File: src/rtl/mux_to_leds_pkg.sv
// Shared constants and helpers for the LED select block.
package mux_to_leds_pkg;
  localparam logic SEL_STATIC = 1'b0;
  localparam logic SEL_WALK   = 1'b1;
  localparam int   MAX_N      = 64;

  // Repeating ...0101 pattern, bit0 set, truncated to n bits.
  function automatic logic [MAX_N-1:0] default_pattern(input int n);
    logic [MAX_N-1:0] p;
    p = '0;
    for (int i = 0; i < MAX_N; i += 2)
      if (i < n) p[i] = 1'b1;
    return p;
  endfunction
endpackage

File: src/rtl/mux_to_leds_if.sv
// Board-side select input and LED drive bundle.
interface mux_to_leds_if #(
  parameter int N = 4
) ();
  logic         i_sel;
  logic [N-1:0] o_y;

  modport master (output i_sel, input o_y);
  modport slave  (input i_sel, output o_y);
endinterface

File: src/rtl/mux_to_leds_walker.sv
// Divider plus rotating one-hot register; steps once every DIV_CYCLES clocks.
module led_walker #(
  parameter int N          = 4,
  parameter int DIV_CYCLES = 4
) (
  input  logic         i_clk,
  input  logic         i_rst_n,
  input  logic         i_en,
  input  logic         i_restart,
  output logic [N-1:0] o_pattern
);
  localparam int            DW       = (DIV_CYCLES > 1) ? $clog2(DIV_CYCLES) : 1;
  localparam logic [DW-1:0] DIV_LAST = DW'(DIV_CYCLES - 1);

  logic [DW-1:0] div_q, div_d;
  logic [N-1:0]  walk_q, walk_d, walk_rot;

  generate
    if (N == 1) begin : g_rot1
      assign walk_rot = walk_q;
    end else begin : g_rotn
      assign walk_rot = {walk_q[N-2:0], walk_q[N-1]};
    end
  endgenerate

  always_comb begin
    div_d  = '0;
    walk_d = walk_q;
    if (i_restart) begin
      walk_d = N'(1);
    end else if (i_en) begin
      if (div_q == DIV_LAST) walk_d = walk_rot;
      else                   div_d  = div_q + DW'(1);
    end
  end

  always_ff @(posedge i_clk) begin
    if (!i_rst_n) begin
      div_q  <= '0;
      walk_q <= N'(1);
    end else begin
      div_q  <= div_d;
      walk_q <= walk_d;
    end
  end

  // Next-state view so the registered LED output lines up with the walker step.
  assign o_pattern = walk_d;
endmodule

File: src/rtl/mux_to_leds.sv
// LED bank driver: static pattern or walking one, chosen by a synchronized switch.
module mux_to_leds
  import mux_to_leds_pkg::*;
#(
  parameter int           N           = 4,
  parameter logic [N-1:0] PATTERN_A   = N'(default_pattern(N)),
  parameter int           DIV_CYCLES  = 4,
  parameter int           SYNC_STAGES = 2
) (
  input  logic          i_clk,
  input  logic          i_rst_n,
  mux_to_leds_if.slave  bus
);
  logic [SYNC_STAGES-1:0] sync_q, sync_d;
  logic                   sel_s, sel_d_q, restart;
  logic [N-1:0]           walk_pat, y_d, y_q;

  assign sync_d  = {sync_q[SYNC_STAGES-2:0], bus.i_sel};
  assign sel_s   = sync_q[SYNC_STAGES-1];
  assign restart = sel_s & ~sel_d_q;

  led_walker #(
    .N          (N),
    .DIV_CYCLES (DIV_CYCLES)
  ) u_walker (
    .i_clk     (i_clk),
    .i_rst_n   (i_rst_n),
    .i_en      (sel_s),
    .i_restart (restart),
    .o_pattern (walk_pat)
  );

  assign y_d = (sel_s == SEL_STATIC) ? PATTERN_A : walk_pat;

  always_ff @(posedge i_clk) begin
    if (!i_rst_n) begin
      sync_q  <= '0;
      sel_d_q <= 1'b0;
      y_q     <= '0;
    end else begin
      sync_q  <= sync_d;
      sel_d_q <= sel_s;
      y_q     <= y_d;
    end
  end

  assign bus.o_y = y_q;
endmodule

File: src/flat_wrapper.sv
// flat-port wrapper written by rule: the top's interface ports become plain ports
module mux_to_leds_flat import mux_to_leds_pkg::*;
#(
  parameter int           N           = 4,
  parameter logic [N-1:0] PATTERN_A   = N'(default_pattern(N)),
  parameter int           DIV_CYCLES  = 4,
  parameter int           SYNC_STAGES = 2
)
  (i_clk, i_rst_n, bus_i_sel, bus_o_y);
  mux_to_leds_if #(.N(N)) bus_i ();
  input  logic i_clk;
  input  logic i_rst_n;
  input wire logic [$bits(bus_i.i_sel)-1:0] bus_i_sel;
  output wire logic [$bits(bus_i.o_y)-1:0] bus_o_y;
  assign bus_i.i_sel = bus_i_sel;
  assign bus_o_y = bus_i.o_y;
  mux_to_leds #(.N(N), .PATTERN_A(PATTERN_A), .DIV_CYCLES(DIV_CYCLES), .SYNC_STAGES(SYNC_STAGES)) u_core (.i_clk(i_clk), .i_rst_n(i_rst_n), .bus(bus_i));
endmodule
File: config.mk
export PLATFORM = sky130hd
export DESIGN_NAME = mux_to_leds_flat
export DESIGN_NICKNAME = d
export VERILOG_FILES = /design/src/rtl/mux_to_leds_pkg.sv /design/src/rtl/mux_to_leds_if.sv /design/src/rtl/mux_to_leds_walker.sv /design/src/rtl/mux_to_leds.sv /design/src/flat_wrapper.sv
export SDC_FILE = /design/constraint.sdc
export NUM_CORES = 1
export LEC_CHECK = 0
export ABC_CLOCK_PERIOD_IN_PS = 2700
export CORE_AREA = 2 2 39 41
export DETAILED_ROUTE_END_ITERATION = 10
export DIE_AREA = 0 0 41 43
export HOLD_SLACK_MARGIN = 0.03
export PLACE_DENSITY = 0.54
export SLEW_MARGIN = 20
export SYNTH_ARGS = -nofsm -noshare
export SYNTH_HDL_FRONTEND = slang
export SYNTH_SLANG_ARGS = --single-unit
export TNS_END_PERCENT = 20
File: constraint.sdc
create_clock -name i_clk -period 2.7 [get_ports i_clk]
set_input_delay 0.54 -clock i_clk [delete_from_list [all_inputs] [get_ports i_clk]]
set_output_delay 0.54 -clock i_clk [all_outputs]
set_load 0.02 [all_outputs]
# [Yosys cells after proc, flatten, opt, wreduce, memory -nomap -nowiden]
# Cells that the tools add are included.
[word_totals] ff_bits=13 word_cells=18
[classes] add_sub_neg=1 n_eq_ne=1 bitwise=4 reduce_logical=2 n_mux=4
[op_table] op="two-way mux 4 bit" n=3
[op_table] op="OR reduction 4 bit" n=1
[op_table] op="two-way mux 3 bit" n=1
[op_table] op="inverter 1 bit" n=3
[op_table] op="adder 2 x 1 -> 2 bit, second input constant" n=1
[op_table] op="equality test 2 bit, second input constant" n=1
[op_table] op="AND reduction 2 bit" n=1
[op_table] op="AND 1 bit" n=1

# [Depth between registers and ports, before layout]
# Gate-level depths: netlist (run 1).
[depth] ltp_word=5 depth_mapped=5 depth_no_buf=4

# [Hierarchy]
# Synthesis (run 1) repeated with hierarchy kept, for this count alone.
[hier_totals] cells_unflattened=46 area_unflattened_um2=510.5
[by_module_without_submodules] mod="led_walker" cells_per_inst=29 n_inst=1 area_per_inst_um2=304.0
[by_module_without_submodules] mod="mux_to_leds" cells_per_inst=17 n_inst=1 area_per_inst_um2=206.4

# [Worst setup path before layout (run 1)]
# No wires, ideal clock.
[synth_path] kind="reg2reg" from="register u_core.u_walker.div_q[0]" to="register u_core.u_walker.walk_q[0]" slack_ns=1.369 synth_period_minus_slack_ns=1.331 stages_incl_launch_ff=6 setup_time_ns=0.120 arrival_time_ns=1.211 cell_sequence="dfxtp_1 ha_1 buf_6 inv_2 or4_1 o31a_1"
[synth_via] elab_chain_cells=4
[synth_rtl] item="start: declaration" line_no="mux_to_leds_walker.sv:15" rtl="logic [DW-1:0] div_q, div_d;"
[synth_rtl] item="start signal: assignment" line_no="mux_to_leds_walker.sv:42" rtl="div_q <= div_d;"
[synth_rtl] item="equality test 2 bit" line_no="mux_to_leds_walker.sv:32" rtl="if (div_q == DIV_LAST) walk_d = walk_rot;"
[synth_rtl] item="two-way mux 4 bit" line_no="mux_to_leds_walker.sv:32"
[synth_rtl] item="two-way mux 4 bit" line_no="mux_to_leds_walker.sv:31" rtl="end else if (i_en) begin"
[synth_rtl] item="two-way mux 4 bit" line_no="mux_to_leds_walker.sv:29" rtl="if (i_restart) begin"
[synth_rtl] item="end signal: assignment" line_no="mux_to_leds_walker.sv:43" rtl="walk_q <= walk_d;"
[synth_rtl] item="end: declaration" line_no="mux_to_leds_walker.sv:16" rtl="logic [N-1:0] walk_q, walk_d, walk_rot;"
# Every way passes these cells.
# A chain may end at the register's enable or synchronous reset.

# [Final worst setup path (run 1)]
[layout_path] from="register u_core.y_q[0] (netlist: u_core.bus.o_y[0])" to="output bus_o_y[0]"
[layout_rtl] item="start: declaration" line_no="mux_to_leds.sv:16" rtl="logic [N-1:0] walk_pat, y_d, y_q;"
[layout_rtl] item="start signal: assignment" line_no="mux_to_leds.sv:43" rtl="y_q <= y_d;"
[layout_rtl] item="end: declaration" line_no="flat_wrapper.sv:14" rtl="output wire logic [$bits(bus_i.o_y)-1:0] bus_o_y;"
# No word-level cell between the ends.

==> flow_metrics.py, run 1 <==
metrics = {
    "final_layout": {
        "layout.nets": 58,
        "n_fill_cell": 145,
        "final_cell_mix": "dfxtp_1 (13), nand2_1 (7), clkdlybuf4s50_1 (6)",
        "drive_above_1_share_pct": 15.1,
        "multi_input_area_sq_um": 180,
        "finalNonFillerCells": 69,
        "final_common_cell": "dfxtp_1",
        "regArea_sq_um": 260,
        "diodes": 0,
        "post-route-util_pct": 40.1,
        "area_growth_pct": 20.7,
    },
    "sta": {
        "setup_ws_ns": 0.986,
        "finClkSkew_ns": 0.00364,
        "finalHoldViolations": 0,
        "final_max_slew_viol_count": 0,
        "rsz0062_at_grt": "no",
        "period_needed_ns": 1.71,
        "finalSetupViolations": 0,
        "maxSlewHeadroom_pct": 78.6,
        "worstMarginPinSlew_ns": 0.321,
        "period_share_pct": 63.5,
        "fmax_mhz": 583,
        "holdWs_ns": 0.427,
        "tns_ns": 0,
    },
    "setup_path": {
        "crit_path_cell_trace": "clkdlybuf4s50_1",
        "critical_path_buf_inv_count": 1,
        "cp-start-kind": "flip-flop",
        "cp_slowest_cell": "clkdlybuf4s50_1",
        "cp-end-kind": "output port",
        "cpLargestDelayFamily": "buffers and inverters",
        "path_class": "reg -> out",
        "max_stage_delay_ns": 0.59,
        "path_max_fanout": 1,
        "critPathArrivalTime_ns": 1.17,
        "required_ns": 2.16,
    },
    "clock_network": {
        "post_cts_buffers": 0,
        "path_clk_slew_ns": 0.08,
        "cts_max_level": 1,
        "hold_buffers": 0,
        "numClockSinks": 13,
        "cts-buffers-inserted": 3,
        "cts_max_path_buffers": 2,
        "ctsResizeCount": 0,
        "clock_latency_ns": 0.27,
        "cts_tree": "yes",
        "cts_root_buf": "clkbuf_4",
    },
    "grt": {
        "grt_overflow_total": 0,
        "grt_pass1_wl_mm": 1.12,
        "grt_max_degree": 9,
        "grt_pass1_vias": 267,
        "antenna_found_initial": 0,
        "grtUsageTotal_pct": 9.50,
    },
    "floorplan": {
        "io_pins": 7,
        "design.die.area_sq_um": 1760,
        "die_h_um": 43,
        "core_area_sq_um": 1380,
        "num_rows": 14,
        "start_util_pct": 33.2,
        "die_w_um": 41,
    },
    "logic_synthesis": {
        "ys_seq_area_share_pct": 56.7,
        "avgSynthCellArea_sq_um": 10.4,
        "synth_top_cell_by_area": "dfxtp_1",
        "syn_nets": 48,
        "synth_area_sq_um": 459,
        "synthTopCellsByArea": "dfxtp_1 (57%), nand2_1 (5.7%), and2_2 (4.9%)",
        "synth_cell_types": 19,
        "synth_top_area_share_pct": 56.7,
        "yosysWarnings": 0,
        "ys_seq_elements": 13,
        "synth_cells": 44,
    },
    "power": {
        "netSwitchingPower_mw": 0.0698,
        "powerDensity_nw_per_um2": 595,
        "pwr-share-seq_pct": 59.7,
        "switching_share_pct": 21.1,
        "ir_drop_v": 0.000294,
        "p_comb_share_pct": 4.4,
        "leakagePower_nw": 0.199,
        "intPower_mw": 0.260,
        "power_frac_clock_pct": 35.9,
    },
    "drt": {
        "firstDrtPassIters": 4,
        "drtIter0Drc": 6,
        "ant_nets": 0,
        "drcViolationCount": 0,
        "via_per_inst": 4.68,
        "routedWlPerCell_um": 9.42,
        "dr_total_vias": 323,
        "finalWirelength_um": 650,
    },
    "job": {
        "maxCapViolCount": 0,
    },
    "place": {
        "hpwl_um": 478,
        "dp.cells": 65,
        "globalplace.congestion": 0.818,
        "pre_cts_ws_ns": 0.755,
        "port_buffers": 6,
    },
    "run_status": {
        "status": "finished, final reports clean",
    },
    "worst_hold_path": {
        "hold_class": "reg -> reg",
    },
}
-- cell usage after synthesis --
| library cell | count |
|---|---|
| ha_1 | 1 |
| nand2_1 | 7 |
| a31oi_1 | 1 |
| a21boi_1 | 1 |
| and2_2 | 3 |
| a21oi_1 | 2 |
| nor3_1 | 1 |
| o22ai_1 | 2 |
| dfxtp_1 | 13 |
| inv_2 | 2 |
| nor3b_1 | 1 |
| or4_1 | 1 |
| buf_6 | 1 |
| nand3_1 | 2 |
| o32ai_1 | 1 |
| o31a_1 | 1 |
| mux2_1 | 1 |
| mux2i_1 | 2 |
| nor2_1 | 1 |
-- metrics by stage --
stage                     power [mW]  cell area, sq um
after floorplan                0.208               459
final                          0.330               554
after global placement         0.216               528
after detailed placement       0.216               528
after CTS                      0.332               554
after global routing           0.341               554
-- power groups by stage --
| stage | Sequential (mW) | Clock, mW | Combinational, mW |
|---|---|---|---|
| after floorplan | 0.204 | 0 | 0.00415 |
| after global placement | 0.202 | 0 | 0.0145 |
| after detailed placement | 0.202 | 0 | 0.0146 |
| after CTS | 0.197 | 0.120 | 0.0147 |
| after global routing | 0.198 | 0.127 | 0.0161 |
| final | 0.197 | 0.118 | 0.0145 |
-- worst paths after layout --
path	from	to	slack (ns)	cells after the start
setup / recovery	u_core.bus.o_y[0]$_SDFF_PN0_	bus_o_y[0]	0.99	1
hold / removal	u_core.u_walker.div_q[0]$_SDFF_PP0_	u_core.u_walker.div_q[0]$_SDFF_PP0_	0.43	1
hold reg to reg	u_core.u_walker.div_q[0]$_SDFF_PP0_	u_core.u_walker.div_q[0]$_SDFF_PP0_	0.43	1
setup reg to reg	u_core.u_walker.div_q[0]$_SDFF_PP0_	u_core.u_walker.walk_q[0]$_SDFF_PN1_	1.22	4
-- registers in the layout (all words and copies together), names as in the netlist --
name                    flops
u_core.sync_q               2
u_core.sel_d_q              1
u_core.bus.o_y              4
u_core.u_walker.div_q       2
u_core.u_walker.walk_q      4
-- cell families (layout without fill, tap and decap cells) --
| logic type | Yosys count | in the layout | synth area share [%] |
|---|---|---|---|
| AND/OR/NAND/NOR | 16 | 16 | 18.0 |
| flip-flops | 13 | 13 | 56.7 |
| AO/OA/AOI/OAI | 8 | 8 | 11.7 |
| multiplexers | 3 | 3 | 6.81 |
| buffers and inverters | 3 | 12 | 4.09 |
| adder cells (fa/ha/maj) | 1 | 1 | 2.72 |
-- cell type report --
cell class                      count  share of cell area, %
Clock buffer                        4                   4.74
Inverter                            2                   1.35
Multi-Input combinational cell     28                   32.5
Sequential cell                    13                   47.0
Tap cell                           16                   3.61
Timing Repair Buffer                6                   10.8
-- metal layers --
metal,vias up,share of wire (%),GRT usage (%)
met2,7,39,11.9
met5,-,0,0
met1,141,52,13.5
li1,173,-,-
met3,2,5.2,3.14
met4,0,2.9,6.00
-- worst reg2reg max path, stage by stage, from the launching register on --
cell and delay, ns:
dfxtp_1 0.34, ha_1 0.35, inv_2 0.08, or4_1 0.50, o31a_1 0.12
No activity file was read; power rests on OpenSTA's default activity.
==> run 2, diff against run 1 <==
--- a/config.mk
+++ b/config.mk
@@ -5,7 +5,7 @@
 export SDC_FILE = /design/constraint.sdc
 export NUM_CORES = 1
 export LEC_CHECK = 0
-export ABC_CLOCK_PERIOD_IN_PS = 2700
+export ABC_CLOCK_PERIOD_IN_PS = 1700
 export CORE_AREA = 2 2 39 41
 export DETAILED_ROUTE_END_ITERATION = 10
 export DIE_AREA = 0 0 41 43
==> constraint.sdc (replaced) <==
create_clock -name i_clk -period 1.7 [get_ports i_clk]
set_input_delay 0.34 -clock i_clk [delete_from_list [all_inputs] [get_ports i_clk]]
set_output_delay 0.34 -clock i_clk [all_outputs]
set_load 0.02 [all_outputs]
==> run 2 against run 1 <==
  * Via count up 5.0%
  * Routed wire length up 12%
  * Final cell count up 2.9%
  * Critical path depth is the same
  * Sequential share of layout area is 1.3 points lower
  * Total power up 58%
  * Clock skew grew 0.0023 ns
  * Sequential cell count is the same
  * Utilization increased by 1.2 points
  * Global-route usage grew 2.2 points
  * Critical endpoint is now bus_o_y[3]
  * Highest routed layer unchanged
==> flow_metrics.py, run 2 (synthesis results as in run 1) <==
metrics = {
    "worst_hold_path": {
        "hold_class": "reg -> reg",
        "hp-start": "u_core.u_walker.div_q[0]$_SDFF_PP0_",
    },
    "setup_path": {
        "r2r-start": "u_core.u_walker.div_q[0]$_SDFF_PP0_",
        "cp-end-kind": "output port",
        "startpoint": "u_core.bus.o_y[3]$_SDFF_PN0_",
        "cp_slowest_cell": "clkdlybuf4s50_1",
        "crit_path_cell_trace": "clkdlybuf4s50_1",
        "critPathArrivalTime_ns": 1.18,
        "cpLargestDelayFamily": "buffers and inverters",
        "cp-start-kind": "flip-flop",
        "critical_path_buf_inv_count": 1,
        "required_ns": 1.36,
        "max_stage_delay_ns": 0.59,
        "path_max_fanout": 1,
        "path_class": "reg -> out",
    },
    "power": {
        "leakagePower_nw": 0.212,
        "powerDensity_nw_per_um2": 912,
        "ir_drop_v": 0.000441,
        "totalPowerFinal_mw": 0.521,
    },
    "sta": {
        "period_share_pct": 89.1,
        "period_needed_ns": 1.52,
        "finClkSkew_ns": 0.00591,
        "rsz0062_at_grt": "no",
        "fmax_mhz": 660,
        "finalHoldViolations": 0,
        "worstMarginPinSlew_ns": 0.304,
        "tns_ns": 0,
        "finalSetupViolations": 0,
        "final_max_slew_viol_count": 0,
        "maxSlewHeadroom_pct": 79.7,
    },
    "final_layout": {
        "area_growth_pct": 24.3,
        "drive_above_1_share_pct": 20.0,
        "post-route-util_pct": 41.2,
        "diodes": 0,
        "final_cell_mix": "dfxtp_1 (13), nand2_1 (7), clkdlybuf4s50_1 (6)",
        "final_area_sq_um": 571,
        "layout.nets": 60,
        "final_common_cell": "dfxtp_1",
    },
    "clock_network": {
        "numClockSinks": 13,
        "cts-buffers-inserted": 3,
        "ctsResizeCount": 0,
        "cts_max_level": 1,
        "clock_latency_ns": 0.27,
        "cts_root_buf": "clkbuf_4",
        "cts_tree": "yes",
        "hold_buffers": 0,
        "path_clk_slew_ns": 0.08,
        "cts_max_path_buffers": 2,
        "post_cts_buffers": 0,
    },
    "job": {
        "maxCapViolCount": 0,
    },
    "grt": {
        "grt_overflow_total": 0,
        "antenna_found_initial": 0,
        "grtUsageTotal_pct": 11.7,
        "grt_max_degree": 9,
        "grt_pass1_wl_mm": 1.30,
        "grt_pass1_vias": 313,
    },
    "drt": {
        "drtIter0Drc": 7,
        "dr_total_vias": 339,
        "via_per_inst": 4.77,
        "firstDrtPassIters": 3,
        "finalWirelength_um": 726,
        "ant_nets": 0,
        "drcViolationCount": 0,
        "routedWlPerCell_um": 10.2,
    },
    "floorplan": {
        "design.die.area_sq_um": 1760,
        "die_w_um": 41,
        "die_h_um": 43,
        "core_area_sq_um": 1380,
        "num_rows": 14,
        "io_pins": 7,
        "start_util_pct": 33.2,
    },
    "place": {
        "port_buffers": 6,
        "globalplace.congestion": 0.802,
        "dpl-instance-area_sq_um": 543,
        "hpwl_um": 544,
    },
    "run_status": {
        "status": "finished, final reports clean",
    },
}
run 2: cell types whose count changed in the layout (fill, tap and decap cells not counted):
cell,before,now
clkbuf_1,1,0
clkinv_2,0,1
buf_4,0,2
run 2: cell type report:
cell class | count | area (sq um)
Clock buffer | 3 | 22.5
Clock inverter | 1 | 5.00
Fill cell | 143 | 813
Inverter | 2 | 7.51
Multi-Input combinational cell | 28 | 180
Sequential cell | 13 | 260
Tap cell | 16 | 20.0
Timing Repair Buffer | 8 | 75.1
run 2: worst paths after layout:
check	cells after the start	slack, ns	end
worst min-delay path	1	0.43	u_core.u_walker.div_q[0]$_SDFF_PP0_
worst max-delay path	1	0.18	bus_o_y[3]
worst max register to register	4	0.40	u_core.u_walker.walk_q[0]$_SDFF_PN1_
worst min register to register	1	0.43	u_core.u_walker.div_q[0]$_SDFF_PP0_
run 2: metal layers:
layer / GRT usage (%) / up-vias / routed length (um)
met5: 0 / - / 0
met3: 4.71 / 2 / 21
met1: 14.8 / 155 / 365
met4: 12.0 / 0 / 17
met2: 13.8 / 5 / 322
li1: - / 177 / -
run 2: power by group:
group          switching, mW  leakage [nW]  internal [mW]
Sequential           0.00348         0.106          0.310
Clock                 0.0951        0.0177         0.0870
Combinational         0.0111        0.0881         0.0139
run 2: stage by stage:
stage / hold WS, ns / setup slack [ns] / std cells
after floorplan: 0.404 / 0.369 / 44
after global placement: 0.425 / 0.124 / 67
after detailed placement: 0.425 / 0.112 / 67
after CTS: 0.436 / 0.167 / 71
after global routing: 0.447 / 0.127 / 71
final: 0.428 / 0.185 / 71
==> run 3, diff against run 2 <==
--- a/config.mk
+++ b/config.mk
@@ -9,8 +9,9 @@
 export CORE_AREA = 2 2 39 41
 export DETAILED_ROUTE_END_ITERATION = 10
 export DIE_AREA = 0 0 41 43
+export DONT_BUFFER_PORTS = 1
 export HOLD_SLACK_MARGIN = 0.03
-export PLACE_DENSITY = 0.54
+export PLACE_DENSITY = 0.47
 export SLEW_MARGIN = 20
 export SYNTH_ARGS = -nofsm -noshare
 export SYNTH_HDL_FRONTEND = slang
==> run 3 against run 2 <==
  * Global-route usage is 0.78 points higher
  * Sequential share of layout area is 6.3 points higher
  * First-iteration DRC count fell by 29%
  * Via count down 2.7%
  * Sequential cell count unchanged
  * Register-to-register slack gained 0.02 ns
  * Count of clock-buffer cells in the layout grew 1
  * Die area is the same
  * Final cell count down 9.9%
  * Worst setup slack improved by 0.24 ns
  * Utilization fell by 5.0 points
  * Hold slack worse by 0.23 ns
  * Largest power group unchanged
==> flow_metrics.py, run 3 (synthesis results as in run 1) <==
metrics = {
    "run_status": {
        "status": "finished, final reports clean",
    },
    "floorplan": {
        "core_area_sq_um": 1380,
        "io_pins": 7,
        "num_rows": 14,
        "die_w_um": 41,
        "design.die.area_sq_um": 1760,
        "start_util_pct": 33.2,
        "die_h_um": 43,
    },
    "drt": {
        "firstDrtPassIters": 4,
        "drcViolationCount": 0,
        "finalWirelength_um": 779,
        "ant_nets": 0,
        "via_per_inst": 5.16,
        "routedWlPerCell_um": 12.2,
        "drtIter0Drc": 5,
        "dr_total_vias": 330,
    },
    "setup_path": {
        "crit_path_cell_trace": "ha_1, inv_2, or4_1, o31a_1",
        "r2r-start": "u_core.u_walker.div_q[0]$_SDFF_PP0_",
        "required_ns": 1.87,
        "cp-end-kind": "flip-flop",
        "cpLargestDelayFamily": "simple AND/OR/NAND/NOR gates",
        "path_max_fanout": 3,
        "critPathArrivalTime_ns": 1.45,
        "startpoint": "u_core.u_walker.div_q[0]$_SDFF_PP0_",
        "max_stage_delay_ns": 0.49,
        "rrSetupSlack_ns": 0.42,
        "cp.depth": 4,
        "r2r_end": "u_core.u_walker.walk_q[0]$_SDFF_PN1_",
        "cp-start-kind": "flip-flop",
        "reg2regPathDepth": 4,
        "critical_path_buf_inv_count": 1,
        "path_class": "reg -> reg",
        "critPathCapture": "u_core.u_walker.walk_q[0]$_SDFF_PN1_",
        "cp_slowest_cell": "or4_1",
    },
    "clock_network": {
        "ctsResizeCount": 0,
        "clock_latency_ns": 0.27,
        "numClockSinks": 13,
        "cts_max_path_buffers": 2,
        "cts-buffers-inserted": 3,
        "cts_root_buf": "clkbuf_4",
        "cts_tree": "yes",
        "path_clk_slew_ns": 0.08,
        "cts_max_level": 1,
        "hold_buffers": 0,
        "post_cts_buffers": 0,
    },
    "sta": {
        "finalSetupViolations": 0,
        "period_share_pct": 75.1,
        "tns_ns": 0,
        "period_needed_ns": 1.28,
        "fmax_mhz": 783,
        "maxSlewHeadroom_pct": 79.4,
        "setup_ws_ns": 0.423,
        "final_max_slew_viol_count": 0,
        "rsz0062_at_grt": "no",
        "finalHoldViolations": 0,
        "finClkSkew_ns": 0.00379,
        "worstMarginPinSlew_ns": 0.309,
    },
    "final_layout": {
        "final_area_sq_um": 502,
        "multi_input_area_sq_um": 180,
        "drive_above_1_share_pct": 18.8,
        "diodes": 0,
        "final_common_cell": "dfxtp_1",
        "n_fill_cell": 140,
        "regArea_sq_um": 260,
        "area_growth_pct": 9.26,
        "final_cell_mix": "dfxtp_1 (13), nand2_1 (7), and2_2 (3), clkbuf_4 (3)",
        "layout.nets": 53,
    },
    "grt": {
        "antenna_found_initial": 0,
        "grt_pass1_vias": 317,
        "grt_overflow_total": 0,
        "grtUsageTotal_pct": 12.5,
        "grt_pass1_wl_mm": 1.44,
        "grt_max_degree": 9,
    },
    "place": {
        "globalplace.congestion": 0.778,
        "pre_cts_ws_ns": 0.431,
        "port_buffers": 0,
        "hpwl_um": 570,
        "dpl-instance-area_sq_um": 475,
    },
    "power": {
        "powerDensity_nw_per_um2": 1030,
        "leakagePower_nw": 0.182,
        "ir_drop_v": 0.000419,
    },
    "worst_hold_path": {
        "hold_class": "in -> reg",
    },
    "job": {
        "maxCapViolCount": 0,
    },
}
run 3: cell count changes in the layout (fill, tap and decap cells not counted):
cell / before / now
clkinv_2: 1 / 0
buf_4: 2 / 1
clkdlybuf4s50_1: 6 / 0
clkbuf_1: 0 / 1
run 3: worst min-delay path by stage:
stage                                                    from                                   to  slack, ns  cells past startpoint
final                                                 i_rst_n          u_core.sync_q[1]$_SDFF_PN0_       0.20                      1
after detailed placement  u_core.u_walker.div_q[0]$_SDFF_PP0_  u_core.u_walker.div_q[0]$_SDFF_PP0_       0.42                      1
after floorplan           u_core.u_walker.div_q[0]$_SDFF_PP0_  u_core.u_walker.div_q[0]$_SDFF_PP0_       0.40                      1
after global placement    u_core.u_walker.div_q[0]$_SDFF_PP0_  u_core.u_walker.div_q[0]$_SDFF_PP0_       0.42                      1
after CTS                                             i_rst_n            u_core.sel_d_q$_SDFF_PN0_       0.19                      1
after global routing                                  i_rst_n          u_core.sync_q[1]$_SDFF_PN0_       0.18                      1
run 3: stage by stage:
step / hold slack (ns) / power (mW) / utilization (%) / cells
final: 0.200 / 0.515 / 36.3 / 64
after global routing: 0.179 / 0.541 / 36.3 / 64
after CTS: 0.192 / 0.524 / 36.3 / 64
after detailed placement: 0.424 / 0.332 / 34.4 / 60
after global placement: 0.419 / 0.333 / 34.4 / 60
after floorplan: 0.404 / 0.330 / - / 44
run 3: final cells by class:
cell class | instances | area share [%]
Inverter | 2 | 1.50
Sequential cell | 13 | 51.9
Multi-Input combinational cell | 28 | 35.9
Tap cell | 16 | 3.99
Timing Repair Buffer | 1 | 1.50
Clock buffer | 4 | 5.24
run 3: where the power goes:
part	internal, mW	total [mW]	switching, mW
Combinational	0.00395	0.00778	0.00383
Sequential	0.310	0.317	0.00747
Clock	0.0909	0.189	0.0984
Total	0.405	0.515	0.110
run 3: metal layers:
metal | GRT usage [%] | wire, um
met5 | 0 | 0
met4 | 10.0 | 23
met3 | 5.24 | 60
met2 | 15.3 | 356
met1 | 16.3 | 339
